File: src/rtl/morse_letter_decoder_pkg.sv
// morse_letter_decoder_pkg: symbol codes, ASCII constants and defaults shared by the Morse decoder.
package morse_letter_decoder_pkg;
  localparam logic [2:0] CODE_NONE  = 3'd0;
  localparam logic [2:0] CODE_DIT   = 3'd1;
  localparam logic [2:0] CODE_DAH   = 3'd2;
  localparam logic [2:0] CODE_GAP   = 3'd3;
  localparam logic [2:0] CODE_SPACE = 3'd4;
  localparam logic [7:0] ASCII_SPACE   = 8'h20;
  localparam logic [7:0] ASCII_UNKNOWN = 8'h3F;
  localparam int MAX_SYMS_DEFAULT = 6;
  function automatic logic is_symbol(input logic [2:0] code);
    return code == CODE_DIT || code == CODE_DAH;
  endfunction
endpackage

File: src/rtl/morse_lut.sv
// morse_lut: {len,bits} -> ASCII, first symbol in bits[len-1], dah=1; digits need MORSE_DIGITS_EN.
module morse_lut
  import morse_letter_decoder_pkg::*;
(
  input  logic [2:0] len,
  input  logic [5:0] bits,
  output logic [7:0] ascii
);
  always_comb begin
    ascii = ASCII_UNKNOWN;
    case ({len, bits})
      {3'd1, 6'b000000}: ascii = 8'h45;
      {3'd1, 6'b000001}: ascii = 8'h54;
      {3'd2, 6'b000001}: ascii = 8'h41;
      {3'd2, 6'b000000}: ascii = 8'h49;
      {3'd2, 6'b000011}: ascii = 8'h4D;
      {3'd2, 6'b000010}: ascii = 8'h4E;
      {3'd3, 6'b000100}: ascii = 8'h44;
      {3'd3, 6'b000110}: ascii = 8'h47;
      {3'd3, 6'b000101}: ascii = 8'h4B;
      {3'd3, 6'b000111}: ascii = 8'h4F;
      {3'd3, 6'b000010}: ascii = 8'h52;
      {3'd3, 6'b000000}: ascii = 8'h53;
      {3'd3, 6'b000001}: ascii = 8'h55;
      {3'd3, 6'b000011}: ascii = 8'h57;
      {3'd4, 6'b001000}: ascii = 8'h42;
      {3'd4, 6'b001010}: ascii = 8'h43;
      {3'd4, 6'b000010}: ascii = 8'h46;
      {3'd4, 6'b000000}: ascii = 8'h48;
      {3'd4, 6'b000111}: ascii = 8'h4A;
      {3'd4, 6'b000100}: ascii = 8'h4C;
      {3'd4, 6'b000110}: ascii = 8'h50;
      {3'd4, 6'b001101}: ascii = 8'h51;
      {3'd4, 6'b000001}: ascii = 8'h56;
      {3'd4, 6'b001001}: ascii = 8'h58;
      {3'd4, 6'b001011}: ascii = 8'h59;
      {3'd4, 6'b001100}: ascii = 8'h5A;
`ifdef MORSE_DIGITS_EN
      {3'd5, 6'b011111}: ascii = 8'h30;
      {3'd5, 6'b001111}: ascii = 8'h31;
      {3'd5, 6'b000111}: ascii = 8'h32;
      {3'd5, 6'b000011}: ascii = 8'h33;
      {3'd5, 6'b000001}: ascii = 8'h34;
      {3'd5, 6'b000000}: ascii = 8'h35;
      {3'd5, 6'b010000}: ascii = 8'h36;
      {3'd5, 6'b011000}: ascii = 8'h37;
      {3'd5, 6'b011100}: ascii = 8'h38;
      {3'd5, 6'b011110}: ascii = 8'h39;
`else
`endif
      default: ascii = ASCII_UNKNOWN;
    endcase
  end
endmodule

File: src/rtl/morse_letter_decoder.sv
// morse_letter_decoder: assembles dit/dah codes into ASCII letters and word spaces on a valid/ready port.
// Digit decoding is enabled by defining MORSE_DIGITS_EN (see morse_lut).
module morse_letter_decoder
  import morse_letter_decoder_pkg::*;
#(
  parameter int MAX_SYMS = MAX_SYMS_DEFAULT
) (
  input  logic       bigclk,
  input  logic       reset,
  input  logic [2:0] ditsdahs,
  input  logic       char_ready,
  output logic       char_valid,
  output logic [7:0] char_ascii,
  output logic       dropped
);
  localparam logic [0:0] EMPTY = 1'b0;
  localparam logic [0:0] FULL  = 1'b1;
  localparam logic [2:0] MAX_LEN = 3'(MAX_SYMS);
  logic [0:0] state;
  logic [2:0] sym_len;
  logic [5:0] sym_bits;
  logic       ovf, sp_pend, sp_seen, last_sp;
  logic       sp_first, term, free, letter_load, space_load, sp_set;
  logic [7:0] lut_ascii;
  morse_lut u_lut (.len(sym_len), .bits(sym_bits), .ascii(lut_ascii));
  assign char_valid  = state == FULL;
  assign sp_first    = ditsdahs == CODE_SPACE && !sp_seen;
  assign term        = (ditsdahs == CODE_GAP || sp_first) && sym_len != 3'd0;
  assign free        = state == EMPTY || char_ready;
  // A pending word space owns the freed slot; a letter terminating then is lost.
  assign space_load  = sp_pend && free;
  assign letter_load = term && free && !sp_pend;
  assign sp_set      = sp_first && !sp_pend && (letter_load || !last_sp);
  always_ff @(posedge bigclk) begin
    if (reset) begin
      state      <= EMPTY;
      char_ascii <= 8'h00;
      dropped    <= 1'b0;
      sym_len    <= 3'd0;
      sym_bits   <= 6'd0;
      ovf        <= 1'b0;
      sp_pend    <= 1'b0;
      sp_seen    <= 1'b0;
      last_sp    <= 1'b0;
    end else begin
      if (ditsdahs <= CODE_SPACE) sp_seen <= ditsdahs == CODE_SPACE;
      if (term) begin
        sym_len  <= 3'd0;
        sym_bits <= 6'd0;
        ovf      <= 1'b0;
      end else if (is_symbol(ditsdahs)) begin
        sym_len  <= sym_len == MAX_LEN ? sym_len : sym_len + 3'd1;
        sym_bits <= {sym_bits[4:0], ditsdahs == CODE_DAH};
        ovf      <= ovf || sym_len == MAX_LEN;
      end
      if (term && !letter_load) dropped <= 1'b1;
      if (space_load) sp_pend <= 1'b0;
      else if (sp_set) sp_pend <= 1'b1;
      if (space_load || letter_load) begin
        state      <= FULL;
        char_ascii <= space_load ? ASCII_SPACE : (ovf ? ASCII_UNKNOWN : lut_ascii);
        last_sp    <= space_load;
      end else if (char_ready) begin
        state <= EMPTY;
      end
    end
  end
endmodule
File: config.mk
export PLATFORM = sky130hd
export DESIGN_NAME = morse_letter_decoder
export DESIGN_NICKNAME = d
export VERILOG_FILES = /design/src/rtl/morse_letter_decoder_pkg.sv /design/src/rtl/morse_lut.sv /design/src/rtl/morse_letter_decoder.sv
export SDC_FILE = /design/constraint.sdc
export NUM_CORES = 1
export LEC_CHECK = 0
export ABC_AREA = 1
export BUFFER_PORTS_ARGS = -buffer_cell sky130_fd_sc_hd__buf_2
export CAP_MARGIN = 20
export CORE_ASPECT_RATIO = 1.1
export CORE_MARGIN = 1
export CORE_UTILIZATION = 50
export DETAILED_ROUTE_END_ITERATION = 10
export PLACE_DENSITY = 0.69
export SYNTH_ARGS = -nofsm -noshare
export SYNTH_HDL_FRONTEND = slang
export SYNTH_HIERARCHICAL = 1
export SYNTH_SLANG_ARGS = --single-unit
File: constraint.sdc
create_clock -name bigclk -period 4.1 [get_ports bigclk]
set_clock_uncertainty 0.15 [all_clocks]
set_input_delay 0.205 -clock bigclk [delete_from_list [all_inputs] [get_ports bigclk]]
set_output_delay 0.205 -clock bigclk [all_outputs]
set_load 0.02 [all_outputs]
======== Yosys cells after proc, flatten, opt, wreduce, memory -nomap -nowiden ========
Index checks and enable logic that the tools add are counted.
operators by class
  $add $sub $neg .......................... 1
  magnitude comparators ................... 1
  equal/unequal tests ..................... 31
  muxes and demuxes ....................... 5
  bitwise operators ....................... 2
  reductions and logical operators ........ 23
operators with widths
  operator                                               count
  one-hot mux 7 bit (26 select lines)                    1
  equality test 9 x 8 -> 1 bit, second input constant    12
  equality test 9 bit, second input constant             12
  equality test 9 x 7 -> 1 bit, second input constant    2
  two-way mux 8 bit                                      2
  logical AND 1 bit                                      8
  equality test 3 x 2 -> 1 bit, second input constant    2
  equality test 3 bit, second input constant             2
  logical OR 1 bit                                       6
  logical NOT 1 bit                                      4
  OR reduction 2 bit                                     2
  adder 3 x 1 -> 3 bit, second input constant            1
  equality test 3 x 1 -> 1 bit, second input constant    1
  less-or-equal comparator 3 bit, second input constant  1
  nonzero test 3 bit                                     1
  two-way mux 1 bit                                      2
  NOT 1 bit                                              2
  AND reduction 2 bit                                    1
  nonzero test 2 bit                                     1
storage, ports and cells
  register bits ........................... 23
  input port bits ......................... 6
  output and inout port bits .............. 10
  logic and storage cells ................. 72

======== Longest topological paths before layout ========
  depth after elaboration ................. 8
  mapped depth ............................ 13

======== Cells and area by module ========
The synthesis kept the hierarchy.
modules (own cells, without submodules)
  module                times used  cells each  area an instance (sq um)
  morse_letter_decoder  1           137         1062.3
  morse_lut             1           141         673.1

======== Least setup slack after synthesis ========
Ideal clock, no wire load.
  path type ............................... flip-flop to flip-flop
  from .................................... register sym_len[2]
  to ...................................... register char_ascii[0]
  setup time .............................. 0.132 ns
  data arrival time ....................... 1.599 ns
  required time ........................... 3.818 ns
  setup slack ............................. 2.219 ns
  stages on the path, launching flop included .. 13
  buffers on the path ..................... 2
  period minus slack after synthesis ...... 1.881 ns
  cells stage by stage .................... dfxtp_1 > buf_4 > inv_2 > buf_4 > nor2_1 > nand3_2 > nand3_2 > nor2_2 > nand3_4 > nand2_1 > or2_2 > nand4_1 > a21oi_1
between the ends
  elaborated cells on any way between the ends .. 34
  classes of those cells .................. eq/ne: 26; mux: 3; reduce/logical: 5
RTL lines
  what                                         line                        RTL
  from (decl)                                  morse_letter_decoder.sv:20  logic [2:0] sym_len;
  from (signal assigned)                       morse_letter_decoder.sv:52  sym_len <= sym_len == MAX_LEN ? sym_len : sym_len + 3'd1;
  equality test 9 bit (tied with other cells)  morse_lut.sv:11             case ({len, bits})
  one-hot mux 7 bit (26 select lines) (*)      morse_lut.sv:11
  named net lut_ascii[0]                       morse_letter_decoder.sv:24  logic [7:0] lut_ascii;
  two-way mux 8 bit (*) (2 in series)          morse_letter_decoder.sv:61  char_ascii <= space_load ? ASCII_SPACE : (ovf ? ASCII_UNKNOWN : lut_ascii);
  to (signal assigned)                         morse_letter_decoder.sv:61
  to (decl)                                    morse_letter_decoder.sv:13  output logic [7:0] char_ascii,
The timed path passes the listed nets; every way through them passes the cells marked *.
A chain may end at the register's enable or synchronous reset.

======== Worst setup path after layout ========
  from .................................... register sym_len[2]
  to ...................................... register char_ascii[1]
The elaborated chain is that of the path after synthesis.

==> insert_results.sql <==
INSERT INTO impl_metrics (metric_group, metric, value, unit) VALUES
('run_status', 'outcome', 'complete, no violations', ''),
('detailed_routing', 'final_antenna_net_count', '0', ''),
('detailed_routing', 'detail_route.wirelength', '4100', 'µm'),
('finish', 'syn2layout_area_growth', '7.50', '%'),
('sta', 'finalWorstPathRequiredPeriod', '2.24', 'ns'),
('power_and_ir_drop', 'switching_share', '32.1', '%'),
('floorplanning', 'floorplan.initialDensity', '52.1', '%'),
('clock_tree', 'clkSinkCount', '23', ''),
('finish', 'n_antenna_cell', '0', ''),
('yosys', 'ys.warnings.count', '6', ''),
('setup_path', 'crit_path_start_kind', 'register', ''),
('place', 'dpl.hpwl', '3190', 'µm'),
('worst_hold_path', 'holdCritStartpoint', 'reset', ''),
('power_and_ir_drop', 'irDropWorstVdd', '0.144', 'mV'),
('clock_tree', 'cts-root-to-sink-buffers', '2', ''),
('yosys', 'synth_area_leader_cell', 'sky130_fd_sc_hd__dfxtp_1', ''),
('global_route', 'track_usage', '24.4', '%'),
('global_route', 'pin_count_of_the_biggest_net_entering_global_routing', '15', ''),
('power_and_ir_drop', 'comb_power_share', '21.0', '%'),
('clock_tree', 'cts_repair_resize_count', '0', ''),
('worst_hold_path', 'hold_path_depth', '2', ''),
('setup_path', 'path_class', 'register to register', ''),
('finish', 'final_util', '56.0', '%'),
('power_and_ir_drop', 'clockPowerShare', '25.3', '%'),
('place', 'place_congestion', '1.01', ''),
('detailed_routing', 'remaining_drc_errors', '0', ''),
('floorplanning', 'core-area', '3330', 'µm²'),
('clock_tree', 'worst_skew_pair.late_latency', '0.32', 'ns'),
('job', 'cap_viol_max_count', '0', ''),
('finish', 'finalNetCount', '302', ''),
('sta', 'final_setup_vio_count', '0', ''),
('detailed_routing', 'detailedRoute.firstPassIterationCount', '5', ''),
('sta', 'rsz_0062_raised_after_global_routing', 'false', ''),
('setup_path', 'worstPathArrival', '2.31', 'ns'),
('place', 'io_buffer_count', '15', ''),
('global_route', 'grt.overflow.total', '0', ''),
('floorplanning', 'die_w', '58.2', 'µm'),
('yosys', 'syn-mean-instance-area', '6.24', 'µm²'),
('finish', 'post_route_cells_drive_above_1_share', '18.8', '%'),
('sta', 'hold-worst-slack', '0.0316', 'ns'),
('sta', 'sum_of_negative_setup_slack', '0', 'ns'),
('clock_tree', 'root_buffer', 'sky130_fd_sc_hd__clkbuf_4', ''),
('yosys', 'synthDistinctLibCells', '30', ''),
('yosys', 'synth_top_cell_area_share', '26.5', '%'),
('setup_path', 'rr_worst_depth', '11', ''),
('detailed_routing', 'avgViaCountPerCell', '5.18', ''),
('yosys', 'synth-seq-area-share', '26.5', '%'),
('yosys', 'synth_fp_nets', '287', ''),
('clock_tree', 'cts_made_buffers', '3', ''),
('power_and_ir_drop', 'power.switching', '0.000143', 'W'),
('setup_path', 'reg2reg_from', 'sym_len[2]', ''),
('floorplanning', 'placementRows', '22', ''),
('setup_path', 'critical_path.max_fanout', '12', ''),
('detailed_routing', 'avgRoutedWirePerCell', '12.0', 'µm'),
('sta', 'fmaxAchievable', '446', 'MHz'),
('yosys', 'ys_ff_latch', '23', ''),
('clock_tree', 'tritoncts_clock_tree', 'done', ''),
('floorplanning', 'die-height', '63.8', 'µm'),
('worst_hold_path', 'min_path_type', 'input port to register', ''),
('yosys', 'synth.area.top_cells', 'sky130_fd_sc_hd__dfxtp_1, sky130_fd_sc_hd__nand2_1, sky130_fd_sc_hd__nor2_1', ''),
('finish', 'num-fill-cells', '335', ''),
('power_and_ir_drop', 'static-leakage-power', '0.891', 'nW'),
('floorplanning', 'top_level_ports', '16', ''),
('worst_hold_path', 'min_delay_worst_endpoint', 'char_ascii[7]', ''),
('detailed_routing', 'detailroute.via_count', '1762', ''),
('finish', 'area_taken_by_multi_input_logic_gates', '1100', 'µm²'),
('power_and_ir_drop', 'power.internal', '0.000302', 'W'),
('power_and_ir_drop', 'pwr-share-seq', '53.7', '%'),
('finish', 'sequential_cell_area', '460', 'µm²'),
('clock_tree', 'clk_transition_reported_paths', '0.13', 'ns'),
('sta', 'slew_viol_final', '0', '');
## per-stage QoR
step	setup WS (ns)	cell area (µm²)
after global placement	1.87	1830
after detailed placement	1.88	1830
after floorplan	2.22	1740
after global routing	1.65	1870
after CTS	1.88	1870
final	1.86	1870
## final cells by class
| type | count | share of cell area (%) |
|---|---|---|
| multi-input combinational | 217 | 58.8 |
| inverter | 32 | 7.18 |
| clock inverter | 1 | 0.402 |
| timing repair buffer | 16 | 4.56 |
| tap | 48 | 3.22 |
| sequential | 23 | 24.7 |
| clock buffer | 3 | 1.21 |
## power by group through the flow
stage	clock, W	combinational (W)	sequential [W]
final	0.000112	0.0000933	0.000239
after global routing	0.000126	0.000106	0.000241
after CTS	0.000117	0.0000932	0.000239
after detailed placement	0	0.0000921	0.000244
after global placement	0	0.0000926	0.000244
after floorplan	0	0.0000681	0.000247
## layer usage
layer  routed length, µm  up-vias  track usage (%)
met1                1780      776             28.8
li1                    -      923                -
met3                 208        5             3.44
met4                  44        0             6.85
met2                2060       58             45.0
met5                   0        -                0
## worst max-delay path by stage
stage	slack, ns	cells after the start	end	from
after floorplan	2.22	12	char_ascii[0]	sym_len[2]
after detailed placement	1.88	11	char_ascii[3]	sym_len[2]
final	1.86	11	char_ascii[1]	sym_len[2]
after global placement	1.87	11	char_ascii[2]	sym_len[2]
after global routing	1.65	12	char_ascii[4]	sym_len[2]
after CTS	1.88	11	char_ascii[1]	sym_len[2]
## state kept, by name, indices dropped and copies added, names as in the netlist
name / cells
sym_bits: 6
dropped: 1
sp_pend: 1
char_ascii: 8
sym_len: 3
ovf: 1
char_valid: 1
sp_seen: 1
last_sp: 1
## cells in the mapped netlist
| cell type | n |
|---|---|
| sky130_fd_sc_hd__nand2_4 | 3 |
| sky130_fd_sc_hd__nor2_1 | 40 |
| sky130_fd_sc_hd__buf_4 | 4 |
| sky130_fd_sc_hd__conb_1 | 1 |
| sky130_fd_sc_hd__or2_2 | 5 |
| sky130_fd_sc_hd__o21ai_2 | 1 |
| sky130_fd_sc_hd__o21ai_1 | 1 |
| sky130_fd_sc_hd__nor2_4 | 3 |
| sky130_fd_sc_hd__buf_6 | 1 |
| sky130_fd_sc_hd__ha_1 | 3 |
| sky130_fd_sc_hd__nand2_1 | 74 |
| sky130_fd_sc_hd__nand4_1 | 12 |
| sky130_fd_sc_hd__nand3_1 | 27 |
| sky130_fd_sc_hd__inv_1 | 25 |
| sky130_fd_sc_hd__o2111ai_1 | 2 |
| sky130_fd_sc_hd__clkbuf_1 | 1 |
| sky130_fd_sc_hd__nand3_4 | 2 |
| sky130_fd_sc_hd__nand3_2 | 2 |
| sky130_fd_sc_hd__inv_2 | 6 |
| sky130_fd_sc_hd__nor2_2 | 7 |
| sky130_fd_sc_hd__a22oi_1 | 1 |
| sky130_fd_sc_hd__nor3_1 | 2 |
| sky130_fd_sc_hd__o21ai_0 | 3 |
| sky130_fd_sc_hd__nand3b_1 | 1 |
| sky130_fd_sc_hd__o21a_1 | 1 |
| sky130_fd_sc_hd__dfxtp_1 | 23 |
| sky130_fd_sc_hd__nand2_2 | 6 |
| sky130_fd_sc_hd__bufinv_8 | 1 |
| sky130_fd_sc_hd__a21boi_0 | 1 |
| sky130_fd_sc_hd__a21oi_1 | 19 |
## critical path: stages, from the launching register on
cell                      delay [ns]
sky130_fd_sc_hd__dfxtp_1        0.47
sky130_fd_sc_hd__inv_2          0.25
sky130_fd_sc_hd__nand3_1        0.12
sky130_fd_sc_hd__nor2_2         0.27
sky130_fd_sc_hd__nand2_1        0.15
sky130_fd_sc_hd__nand3_1        0.13
sky130_fd_sc_hd__nor2_2         0.05
sky130_fd_sc_hd__nand3_4        0.08
sky130_fd_sc_hd__nand2_1        0.05
sky130_fd_sc_hd__or2_2          0.26
sky130_fd_sc_hd__nand4_1        0.09
sky130_fd_sc_hd__a21oi_1        0.08
## cell usage in the layout (no fill, tap or decap), types with 3 or more instances in the layout
cell / n
sky130_fd_sc_hd__a21oi_1: 19
sky130_fd_sc_hd__buf_2: 15
sky130_fd_sc_hd__clkbuf_4: 3
sky130_fd_sc_hd__dfxtp_1: 23
sky130_fd_sc_hd__ha_1: 3
sky130_fd_sc_hd__inv_1: 25
sky130_fd_sc_hd__inv_2: 6
sky130_fd_sc_hd__nand2_1: 74
sky130_fd_sc_hd__nand2_2: 6
sky130_fd_sc_hd__nand2_4: 3
sky130_fd_sc_hd__nand3_1: 27
sky130_fd_sc_hd__nand4_1: 12
sky130_fd_sc_hd__nor2_1: 40
sky130_fd_sc_hd__nor2_2: 7
sky130_fd_sc_hd__nor2_4: 3
sky130_fd_sc_hd__o21ai_0: 3
sky130_fd_sc_hd__or2_2: 5
## what timing repair did
| item | 4_1_cts | 5_1_grt |
|---|---|---|
| endpoints found under the hold margin | 1 | 0 |
| setup buffers | 0 | 0 |
| hold buffers | 1 | 0 |
## kinds of logic (layout without fill, tap and decap cells)
| kind of cell | after synthesis | after routing | synth area share (%) |
|---|---|---|---|
| buffers and inverters | 38 | 52 | 10.3 |
| AOI/OAI and AO/OA | 29 | 29 | 9.45 |
| adders and majority gates | 3 | 3 | 2.16 |
| DFF | 23 | 23 | 26.5 |
| and+or+nand+nor | 184 | 184 | 51.3 |
| other | 1 | 1 | 0.216 |
No activity file was read; power rests on OpenSTA's default activity.
